==> config.mk <==
export PLATFORM = sky130hd
export DESIGN_NAME = uart_tx_core
export DESIGN_NICKNAME = d
export VERILOG_FILES = /design/src/rtl/uart_pkg.sv /design/src/rtl/uart_baud_gen.sv /design/src/rtl/uart_tx_core.sv
export SDC_FILE = /design/constraint.sdc
export NUM_CORES = 1
export LEC_CHECK = 0
export CAP_MARGIN = 20
export CORE_MARGIN = 3
export CORE_UTILIZATION = 35
export DETAILED_ROUTE_END_ITERATION = 16
export PLACE_DENSITY = 0.54
export SETUP_SLACK_MARGIN = 0.02
export SLEW_MARGIN = 40
export SYNTH_ARGS = -nofsm -noshare
export SYNTH_HDL_FRONTEND = slang
export SYNTH_SLANG_ARGS = --single-unit
==> constraint.sdc <==
create_clock -name clk -period 1.8 [get_ports clk]
set_input_delay 0.36 -clock clk [delete_from_list [all_inputs] [get_ports clk]]
set_output_delay 0.36 -clock clk [all_outputs]
set_load 0.02 [all_outputs]
==> src/rtl/uart_pkg.sv <==
// Shared UART definitions: state encoding, default line constants and the divider helper.
package uart_pkg;

  localparam int unsigned UART_CLK_FREQ  = 27_000_000;
  localparam int unsigned UART_BAUD      = 115_200;
  localparam int unsigned UART_DATA_BITS = 8;

  typedef enum logic [2:0] {
    IDLE   = 3'd0,
    START  = 3'd1,
    DATA   = 3'd2,
    STOP   = 3'd3,
    PARITY = 3'd4
  } uart_state_e;

  // Truncated clocks-per-bit; the fractional remainder is deliberately dropped.
  function automatic int unsigned uart_div(input int unsigned clk_freq, input int unsigned baud);
    return clk_freq / baud;
  endfunction

endpackage

==> src/rtl/uart_baud_gen.sv <==
// Bit-period counter: counts 0..BAUD_DIV-1 and flags the last clock of each bit.
// Shared between the transmitter and the future receiver; BAUD_DIV must be >= 2.
module uart_baud_gen #(
  parameter int unsigned BAUD_DIV = 234
) (
  input  logic clk,
  input  logic resetn,
  input  logic clear,
  output logic bit_tick
);

  localparam int unsigned CNT_W = (BAUD_DIV > 1) ? $clog2(BAUD_DIV) : 1;
  localparam logic [CNT_W-1:0] LAST = CNT_W'(BAUD_DIV - 1);

  logic [CNT_W-1:0] cnt;
  logic [CNT_W-1:0] cnt_d;

  always_comb begin
    cnt_d = cnt + CNT_W'(1);
    if (clear || (cnt == LAST)) begin
      cnt_d = '0;
    end
  end

  // bit_tick is registered from the next count so it is high exactly while cnt == LAST.
  always_ff @(posedge clk or negedge resetn) begin
    if (!resetn) begin
      cnt      <= '0;
      bit_tick <= 1'b0;
    end else begin
      cnt      <= cnt_d;
      bit_tick <= (cnt_d == LAST);
    end
  end

endmodule

==> src/rtl/uart_tx_core.sv <==
// 8N1 UART transmitter with a start/done handshake and registered line output.
// Define UART_TX_PARITY_EN to insert an even-parity bit between data and stop.
module uart_tx_core
  import uart_pkg::*;
#(
  parameter int unsigned CLK_FREQ = UART_CLK_FREQ,
  parameter int unsigned BAUD     = UART_BAUD
) (
  input  logic       clk,
  input  logic       resetn,
  input  logic [7:0] tx_data,
  input  logic       tx_start,
  output logic       tx_done,
  output logic       tx_busy,
  output logic       uart_txd
);

  localparam int unsigned BAUD_DIV = uart_div(CLK_FREQ, BAUD);
  localparam int unsigned IDX_W    = $clog2(UART_DATA_BITS);
  localparam logic [IDX_W-1:0] LAST_IDX = IDX_W'(UART_DATA_BITS - 1);

  uart_state_e               state, state_d;
  logic [UART_DATA_BITS-1:0] shift, shift_d;
  logic [IDX_W-1:0]          idx, idx_d;
  logic                      done_d, busy_d, txd_d;
  logic                      baud_clear;
  logic                      bit_tick;
`ifdef UART_TX_PARITY_EN
  logic                      par, par_d;
`endif

  // Counter is held at zero while idle so the start bit gets a full period.
  assign baud_clear = (state == IDLE);

  uart_baud_gen #(
    .BAUD_DIV (BAUD_DIV)
  ) u_baud_gen (
    .clk      (clk),
    .resetn   (resetn),
    .clear    (baud_clear),
    .bit_tick (bit_tick)
  );

  always_ff @(posedge clk or negedge resetn) begin
    if (!resetn) begin
      state    <= IDLE;
      shift    <= '0;
      idx      <= '0;
      tx_done  <= 1'b0;
      tx_busy  <= 1'b0;
      uart_txd <= 1'b1;
`ifdef UART_TX_PARITY_EN
      par      <= 1'b0;
`endif
    end else begin
      state    <= state_d;
      shift    <= shift_d;
      idx      <= idx_d;
      tx_done  <= done_d;
      tx_busy  <= busy_d;
      uart_txd <= txd_d;
`ifdef UART_TX_PARITY_EN
      par      <= par_d;
`endif
    end
  end

  // Next-state and next-output logic; outputs are computed for the state being entered.
  always_comb begin
    state_d = state;
    shift_d = shift;
    idx_d   = idx;
    done_d  = 1'b0;
    busy_d  = tx_busy;
    txd_d   = uart_txd;
`ifdef UART_TX_PARITY_EN
    par_d   = par;
`endif
    case (state)
      IDLE: begin
        busy_d = 1'b0;
        txd_d  = 1'b1;
        if (tx_start) begin
          shift_d = tx_data;
          state_d = START;
          busy_d  = 1'b1;
          txd_d   = 1'b0;
`ifdef UART_TX_PARITY_EN
          par_d   = ^tx_data;
`endif
        end
      end
      START: begin
        if (bit_tick) begin
          state_d = DATA;
          idx_d   = '0;
          txd_d   = shift[0];
        end
      end
      DATA: begin
        if (bit_tick) begin
          shift_d = {1'b0, shift[UART_DATA_BITS-1:1]};
          idx_d   = idx + IDX_W'(1);
          txd_d   = shift[1];
          if (idx == LAST_IDX) begin
`ifdef UART_TX_PARITY_EN
            state_d = PARITY;
            txd_d   = par;
`else
            state_d = STOP;
            txd_d   = 1'b1;
`endif
          end
        end
      end
`ifdef UART_TX_PARITY_EN
      PARITY: begin
        if (bit_tick) begin
          state_d = STOP;
          txd_d   = 1'b1;
        end
      end
`endif
      STOP: begin
        if (bit_tick) begin
          state_d = IDLE;
          done_d  = 1'b1;
          busy_d  = 1'b0;
          txd_d   = 1'b1;
        end
      end
      default: begin
        state_d = IDLE;
        busy_d  = 1'b0;
        txd_d   = 1'b1;
      end
    endcase
  end

endmodule
==> run_results.csv, run 1 <==
group,metric,value,unit
yosys,postSynthAreaPerCell,10.93,um^2
critical_path,r2r-end,"state[1]",
yosys,netlist_instances,118,
yosys,synth.top_cell.area_share,46.56,%
cts,cts_buffer_depth,2,
yosys,synth_cell_types,36,
finish,antenna_cells,0,
place,gp_congestion,0.7675,
critical_path,critPathMaxFanout,7,
critical_path,rrSetupSlack,70,ps
floorplan,start_util,37.48,%
finish,final_nets,159,
global_routing,grt.overflow.total,0,
critical_path,path_cells,"inv_1, ha_4, buf_4, nor2b_1, nor3_2, mux2_2",
floorplan,fp.dieW,66.71,um
cts,cts.sinks,25,
critical_path,crit_arrival,1890,ps
critical_path,crit_path_end_kind,"flop",
cts,htreeDepth,1,
timing,min_period,1729,ps
global_routing,grt_antenna_before_repair,0,
critical_path,critPathMaxStageDelay,440,ps
yosys,synthArstFlopShare,100.0,%
pwr,powerDensity,1489,nW/um^2
yosys,synth_area,1290,um^2
place,placed_cell_area,1511,um^2
routing,routedWlPerCell,12.68,um
yosys,synth-seq-cells,25,
timing,hold_viol_final,0,
critical_path,cp-start-kind,"flop",
floorplan,core_area,3442,um^2
pwr,ir_worst_vdd,0.0005674,V
critical_path,reg2reg_depth,6,
timing,drv_slew,0,
timing,finalSetupTns,0,ps
yosys,seq_area_frac_synth,48.59,%
global_routing,grt_max_degree,26,
routing,antenna_left,0,
cts,numCtsBuffers,3,
place,dp_hpwl,1699,um
run_status,outcome,"finished, final reports clean",
timing,timing.slew.headroom,79.04,%
place,port_buffers,13,
cts,clk_latency,270,ps
floorplan,pin_count,14,
routing,drt-total-wl,2334,um
floorplan,die_h,66.71,um
global_routing,grt_first_pass_wirelength,4133,um
routing,vias_per_cell,4.929,
cts,cts_tree,"built",
routing,dr.pass1.iters,4,
global_routing,grt_pass1_vias,894,
critical_path,crit_type,"flop to flop",
timing,finalCritPeriodShare,96.08,%
yosys,synth_area_leaders,"dfrtp_1 (47%), ha_1 (8.7%), mux2i_1 (7.0%), nor2_1 (4.4%), a21oi_1 (2.7%)",
timing,fin_ws,70.60,ps
yosys,syn_nets,138,
worst_hold_path,hp-class,"primary input to asynchronous set/reset pin",
finish,syn_to_final_growth,22.41,%
timing,finClkSkew,5.201,ps
yosys,synth_edf_count,0,
finish,fin_area,1579,um^2
finish,drive_gt1_share,15.94,%
routing,vias,907,
timing,setup_viol,0,
critical_path,cp_data_required_time,1960,ps
global_routing,globalRouteTotalUtil,12.17,%
flow_run,drv_cap,0,
timing,fmax,578.2,MHz
timing,rsz0062_at_grt,"false",
pwr,power.leakage,0.7064,nW
yosys,yosysTopAreaCell,"dfrtp_1",
yosys,ys.flop_type,"dfrtp_1",
place,pre_cts_ws,83.54,ps
timing,tightest_slew,311.2,ps
critical_path,timing.rr.start,"state[0]",
routing,drc,0,
yosys,yosys_warnings,0,
cts,root_buffer,"clkbuf_8",
floorplan,dieArea,4450,um^2
cts,clk_pin_slew,90,ps
cts,cts_setup_buffers,0,
routing,dr.first_iter.drc_count,43,
floorplan,rows,21,
critical_path,cp_slowest_cell,"dfrtp_1",
[worst max-delay path, delay by kind of cell (launching register included)]
kind                       cells  cell delay (ps)
buffers and inverters          2              290
and+or+nand+nor                2              340
adders and majority gates      1              200
DFF                            1              440
muxes                          1              350
[power by group]
group | internal, mW | switching (mW) | total, mW
Combinational | 0.550 | 0.547 | 1.10
Sequential | 0.756 | 0.165 | 0.921
Clock | 0.155 | 0.178 | 0.333
Total | 1.46 | 0.890 | 2.35
[kinds of logic (layout without fill, tap and decap cells)]
| logic type | count (synthesis) | after routing | share of synthesized area, % |
|---|---|---|---|
| xor+xnor | 5 | 5 | 3.395 |
| simple gates | 40 | 40 | 16.97 |
| fa+ha+maj | 9 | 9 | 8.730 |
| mux | 11 | 11 | 8.730 |
| buf+inv | 7 | 27 | 3.006 |
| compound gates | 21 | 21 | 10.57 |
| flops | 25 | 25 | 48.59 |
[cell type report]
type                            count  area, um^2
Timing Repair Buffer               19       190.2
Multi-Input combinational cell     86       641.9
Fill cell                         324        1863
Tap cell                           46       57.56
Clock buffer                        3       41.29
Inverter                            4       15.01
Sequential cell                    25       628.1
Clock inverter                      1       5.005
[how the worst max path moves through the flow]
stage                  start  endpoint  cells after the start
floorplan           state[0]  state[1]                      7
global placement    tx_start  state[1]                      4
detailed placement  state[1]  state[1]                      6
CTS                 uart_txd  uart_txd                      1
global route        state[0]  state[1]                      5
finish              state[0]  state[1]                      6
[cells in the mapped netlist (2+ instances only)]
cell      n
nand3_1   4
nand2_1   6
o21ai_0   5
inv_1     4
nor2_1   15
a21oi_1   7
mux2_2    2
xor2_1    4
ha_1      9
a32o_1    2
mux2i_1   9
nor3_1    2
dfrtp_1  24
and2b_1   2
nor2b_1   2
[flip-flops by register name (all words and copies together) (netlist names)]
signal               flops
u_baud_gen.bit_tick      1
uart_txd                 1
shift                    8
tx_busy                  1
idx                      3
state                    2
u_baud_gen.cnt           8
tx_done                  1
[layout by cell type, fill, tap and decap left out, types with 2 or more instances in the layout]
master / count
inv_1: 4
mux2_2: 2
o21ai_0: 5
xor2_1: 4
mux2i_1: 9
a32o_1: 2
ha_1: 8
buf_4: 5
dfrtp_1: 23
and2b_1: 2
nor2b_1: 2
nand2_1: 6
nor3_2: 2
clkbuf_8: 3
nand3_1: 4
a21oi_1: 7
nor2_1: 15
clkdlybuf4s50_1: 12
[routing by layer]
layer  track usage [%]  vias to the layer above  routed length (um)
met1             17.46                      427                1197
li1                  -                      457                   -
met4             3.807                        0                  38
met2             17.82                       18                1009
met5                 0                        -                   0
met3             3.035                        5                  88
[stage by stage]
step / cells / hold slack (ps) / total power, mW / utilization, %
after floorplan: 118 / 64.41 / 1.677 / -
after global placement: 180 / 477.8 / 1.971 / 43.91
after detailed placement: 180 / 496.9 / 1.993 / 43.91
after CTS: 184 / 467.1 / 2.342 / 45.26
after global routing: 184 / 481.5 / 2.576 / 45.87
final: 184 / 456.0 / 2.352 / 45.87
[what timing repair did]
item	in CTS	in global routing
gates resized for setup	0	5
hold buffers	0	0
hold endpoints to repair	0	0
setup endpoints to repair	0	2
Note: power is estimated with default switching activity, not from simulation.
==> run 2: changes to the inputs <==
==> constraint.sdc (replaced) <==
create_clock -name clk -period 2 [get_ports clk]
set_input_delay 0.4 -clock clk [delete_from_list [all_inputs] [get_ports clk]]
set_output_delay 0.4 -clock clk [all_outputs]
set_load 0.02 [all_outputs]
==> run 2 against run 1 <==
Combinational power fell by 16%. Flip-flop and latch count stayed put. Sequential share of layout area grew 1.2 points. Hold slack improved by 25 ps. Non-clock buffer count fell by 2. Highest routed layer unchanged. Final area decreased by 3.1%.
==> run_results.csv, run 2 (same netlist as run 1, synthesis figures left out) <==
group,metric,value,unit
timing,tightest_slew,325.1,ps
finish,final_cell_mix,"dfrtp_1 (24), nor2_1 (15), clkdlybuf4s50_1 (13)",
floorplan,start_util,37.48,%
critical_path,critPathMaxStageDelay,600,ps
timing,timing.slew.headroom,78.10,%
critical_path,reg2reg_depth,6,
cts,cts_buffer_depth,2,
routing,drt-total-wl,2316,um
cts,cts_tree,"built",
floorplan,rows,21,
worst_hold_path,hp-class,"primary input to asynchronous set/reset pin",
finish,regArea,626.9,um^2
cts,cts.sinks,25,
timing,rsz0062_at_grt,"false",
routing,vias_per_cell,4.857,
critical_path,cp_slowest_cell,"clkdlybuf4s50_1",
routing,routedWlPerCell,12.73,um
floorplan,pin_count,14,
cts,clk_pin_slew,90,ps
floorplan,fp.dieW,66.71,um
floorplan,die_h,66.71,um
place,dp_hpwl,1725,um
cts,cts_resized,0,
routing,vias,884,
cts,clk_latency,270,ps
critical_path,crit_arrival,1390,ps
cts,cts_setup_buffers,0,
global_routing,grt_max_degree,26,
critical_path,path_depth,1,
critical_path,critPathMaxFanout,2,
timing,min_period,1792,ps
cts,cts_hold_buf,0,
finish,syn_to_final_growth,18.62,%
finish,top_regs,"shift: 8 flops, u_baud_gen.cnt: 8 flops, idx: 3 flops",
routing,antenna_left,0,
timing,finClkSkew,7.560,ps
timing,setup_viol,0,
cts,htreeDepth,1,
global_routing,grt_pass1_vias,914,
place,port_buffers,13,
timing,drv_slew,0,
cts,numCtsBuffers,3,
critical_path,crit_type,"flop to output port",
flow_run,drv_cap,0,
global_routing,grt_antenna_before_repair,0,
finish,final_nets,157,
finish,final_common_cell,"dfrtp_1",
pwr,power.leakage,0.6823,nW
critical_path,crit_path_end_kind,"output port",
finish,drive_gt1_share,12.50,%
floorplan,dieArea,4450,um^2
place,gp_congestion,0.7539,
finish,fin_area,1530,um^2
timing,hold_viol_final,0,
global_routing,grt_first_pass_wirelength,4084,um
critical_path,cp-start-kind,"flop",
timing,finalCritPeriodShare,89.60,%
timing,timing.hold.ws,481.3,ps
pwr,powerDensity,1338,nW/um^2
run_status,outcome,"finished, final reports clean",
routing,dr.pass1.iters,2,
finish,fill_cells,350,
critical_path,path_cells,"clkdlybuf4s50_1",
routing,dr.first_iter.drc_count,25,
critical_path,path_buf_inv,1,
pwr,power,2.048,mW
timing,finalSetupTns,0,ps
floorplan,core_area,3442,um^2
global_routing,grt.overflow.total,0,
place,placed_cell_area,1484,um^2
finish,multi_input_area,624.3,um^2
critical_path,cp_data_required_time,1600,ps
routing,drc,0,
timing,fmax,558.0,MHz
global_routing,globalRouteTotalUtil,12.50,%
finish,antenna_cells,0,
critical_path,crit_family,"buffers and inverters",
cts,root_buffer,"clkbuf_8",
pwr,ir_worst_vdd,0.0004390,V
[run 2: metrics by stage]
step	util, %	worst slack (ps)	instances
floorplan	-	350.3	118
global placement	43.11	203.1	178
detailed placement	43.11	145.1	178
CTS	44.46	182.8	182
global route	44.46	113.1	182
finish	44.46	208.0	182
[run 2: worst reg2reg max path, stage by stage (launching register included)]
cell and delay (ps):
dfrtp_1 430, inv_1 100, ha_1 240, nor3_1 190
nor2_1 110, nor3_2 240, mux2_2 350
[run 2: layer usage]
| metal | vias up | track usage [%] | routed length, um |
|---|---|---|---|
| li1 | 448 | - | - |
| met1 | 421 | 14.87 | 1131 |
| met2 | 11 | 21.66 | 1068 |
| met3 | 4 | 2.530 | 72 |
| met4 | 0 | 5.330 | 43 |
| met5 | - | 0 | 0 |
[run 2: report_power, final]
| part | switching (mW) | internal (mW) |
|---|---|---|
| logic | 0.480 | 0.443 |
| clock network | 0.161 | 0.139 |
| registers | 0.146 | 0.679 |
| total | 0.787 | 1.26 |
[run 2: final cells by class]
| type | count | area share [%] |
|---|---|---|
| multi-input combinational | 86 | 40.80 |
| timing repair buffer | 17 | 10.47 |
| sequential | 25 | 40.96 |
| clock inverter | 1 | 0.3271 |
| inverter | 4 | 0.9812 |
| tap | 46 | 3.761 |
| clock buffer | 3 | 2.698 |
[run 2: worst paths after layout]
kind	from	endpoint	slack, ps
max	uart_txd	uart_txd	210
min	resetn	tx_done	480
max reg2reg	state[1]	state[1]	220
min reg2reg	idx[2]	idx[2]	500
max in group asynchronous	resetn	uart_txd	1220
min in group clk	idx[2]	idx[2]	500
==> run 3: changes to the inputs <==
--- a/config.mk
+++ b/config.mk
@@ -9,7 +9,8 @@
 export CORE_MARGIN = 3
 export CORE_UTILIZATION = 35
 export DETAILED_ROUTE_END_ITERATION = 16
-export PLACE_DENSITY = 0.54
+export DONT_BUFFER_PORTS = 1
+export PLACE_DENSITY = 0.45
 export SETUP_SLACK_MARGIN = 0.02
 export SLEW_MARGIN = 40
 export SYNTH_ARGS = -nofsm -noshare
==> run 3 against run 2 <==
First-iteration DRC count rose by 56%. Die area did not move. Critical path type is now flop to flop. Critical path depth rose by 5. Sequential share of layout area rose by 3.6 points. Highest routed layer unchanged. Clock-buffer cell count rose by 1.
==> run_results.csv, run 3 (same netlist as run 1, synthesis figures left out) <==
group,metric,value,unit
global_routing,grt_pass1_vias,827,
critical_path,reg2reg_depth,6,
critical_path,path_cells,"inv_1, ha_1, buf_4, nor2b_1, nor3_2, mux2_2",
timing,drv_slew,0,
cts,cts_setup_buffers,0,
timing,tightest_slew,496.4,ps
cts,htreeDepth,1,
global_routing,globalRouteTotalUtil,11.60,%
finish,drive_gt1_share,11.48,%
floorplan,pin_count,14,
finish,fill_cells,326,
critical_path,cp-start-kind,"flop",
cts,numCtsBuffers,3,
timing,hold_viol_final,0,
critical_path,critPathMaxFanout,13,
cts,clk_latency,270,ps
critical_path,cp_slowest_cell,"dfrtp_1",
finish,top_regs,"shift: 8 flops, u_baud_gen.cnt: 8 flops, idx: 3 flops",
global_routing,grt_first_pass_wirelength,3843,um
critical_path,crit_family,"flip-flops",
place,dp_hpwl,1651,um
finish,regArea,626.9,um^2
routing,dr.first_iter.drc_count,39,
floorplan,rows,21,
finish,final_common_cell,"dfrtp_1",
routing,routedWlPerCell,13.76,um
finish,fin_cells,168,
place,port_buffers,0,
critical_path,path_depth,6,
critical_path,path_buf_inv,2,
timing,rsz0062_at_grt,"false",
cts,cts_tree,"built",
global_routing,grt_antenna_before_repair,0,
floorplan,die_h,66.71,um
floorplan,fp.dieW,66.71,um
critical_path,critPathMaxStageDelay,430,ps
finish,final_cell_mix,"dfrtp_1 (24), nor2_1 (15), mux2i_1 (9), ha_1 (9), a21oi_1 (7)",
critical_path,rrSetupSlack,230,ps
global_routing,grt_max_degree,26,
cts,clk_pin_slew,90,ps
timing,fmax,563.6,MHz
worst_hold_path,hp-class,"primary input to flop",
timing,finalSetupTns,0,ps
critical_path,crit_end,"state[1]",
critical_path,timing.rr.start,"state[0]",
flow_run,drv_cap,0,
cts,cts_hold_buf,2,
routing,drt-total-wl,2312,um
floorplan,dieArea,4450,um^2
pwr,powerDensity,1390,nW/um^2
routing,drc,0,
critical_path,r2r-end,"state[1]",
routing,dr.pass1.iters,4,
finish,multi_input_area,624.3,um^2
cts,cts_buffer_depth,2,
timing,finalCritPeriodShare,88.72,%
critical_path,crit_type,"flop to flop",
timing,min_period,1774,ps
pwr,power.leakage,0.6280,nW
run_status,outcome,"finished, final reports clean",
critical_path,crit_path_start,"state[0]",
pwr,ir_worst_vdd,0.0005139,V
finish,final_nets,143,
timing,timing.slew.headroom,66.87,%
floorplan,core_area,3442,um^2
critical_path,crit_path_end_kind,"flop",
cts,cts_resized,0,
critical_path,cp_data_required_time,2160,ps
routing,antenna_left,0,
timing,finClkSkew,2.594,ps
pwr,power,1.954,mW
floorplan,start_util,37.48,%
finish,syn_to_final_growth,9.020,%
place,dp_cells,162,
critical_path,crit_arrival,1930,ps
finish,antenna_cells,0,
routing,vias,842,
routing,vias_per_cell,5.012,
place,gp_congestion,0.7114,
timing,setup_viol,0,
cts,root_buffer,"clkbuf_8",
cts,cts.sinks,25,
global_routing,grt.overflow.total,0,
-- run 3: report_power, final --
part,internal [mW],switching [mW],total (mW)
clock network,0.143,0.163,0.306
logic,0.372,0.426,0.798
registers,0.680,0.170,0.850
total,1.19,0.760,1.95
-- run 3: routing by layer --
layer,vias to the layer above,share of wire [%],GRT usage (%)
met5,-,0,0
met4,0,1.8,5.330
met3,5,4.7,2.867
met2,15,43,15.59
met1,403,50,17.10
li1,419,-,-
-- run 3: worst min path at each step --
| stage | cells past startpoint | start | slack, ps | end |
|---|---|---|---|---|
| after floorplan | 0 | resetn | 100 | idx[0] |
| after global placement | 0 | resetn | 110 | u_baud_gen.cnt[5] |
| after detailed placement | 0 | resetn | 110 | tx_done |
| after CTS | 2 | tx_start | 250 | tx_busy |
| after global routing | 2 | tx_start | 260 | tx_busy |
| final | 2 | tx_start | 260 | tx_busy |
-- run 3: stage by stage --
stage	hold slack (ps)	setup WS [ps]	util [%]	cell area [um^2]
after floorplan	104.4	350.3	-	1290
after global placement	105.1	293.2	38.68	1331
after detailed placement	105.0	245.8	38.68	1331
after CTS	254.6	220.9	40.86	1406
after global routing	256.3	32.91	40.86	1406
final	259.7	225.7	40.86	1406
-- run 3: layout make-up --
class                      instances  share of cell area, %
inverter                           4                  1.068
timing repair buffer               3                  2.669
sequential                        25                  44.57
clock buffer                       4                  3.203
multi-input combinational         86                  44.39
tap                               46                  4.093
-- run 3: worst reg2reg max path, stage by stage (launching register included) --
cell and delay (ps):
dfrtp_1 430, inv_1 90, ha_1 270, buf_4 220, nor2b_1 160, nor3_2 140
mux2_2 350
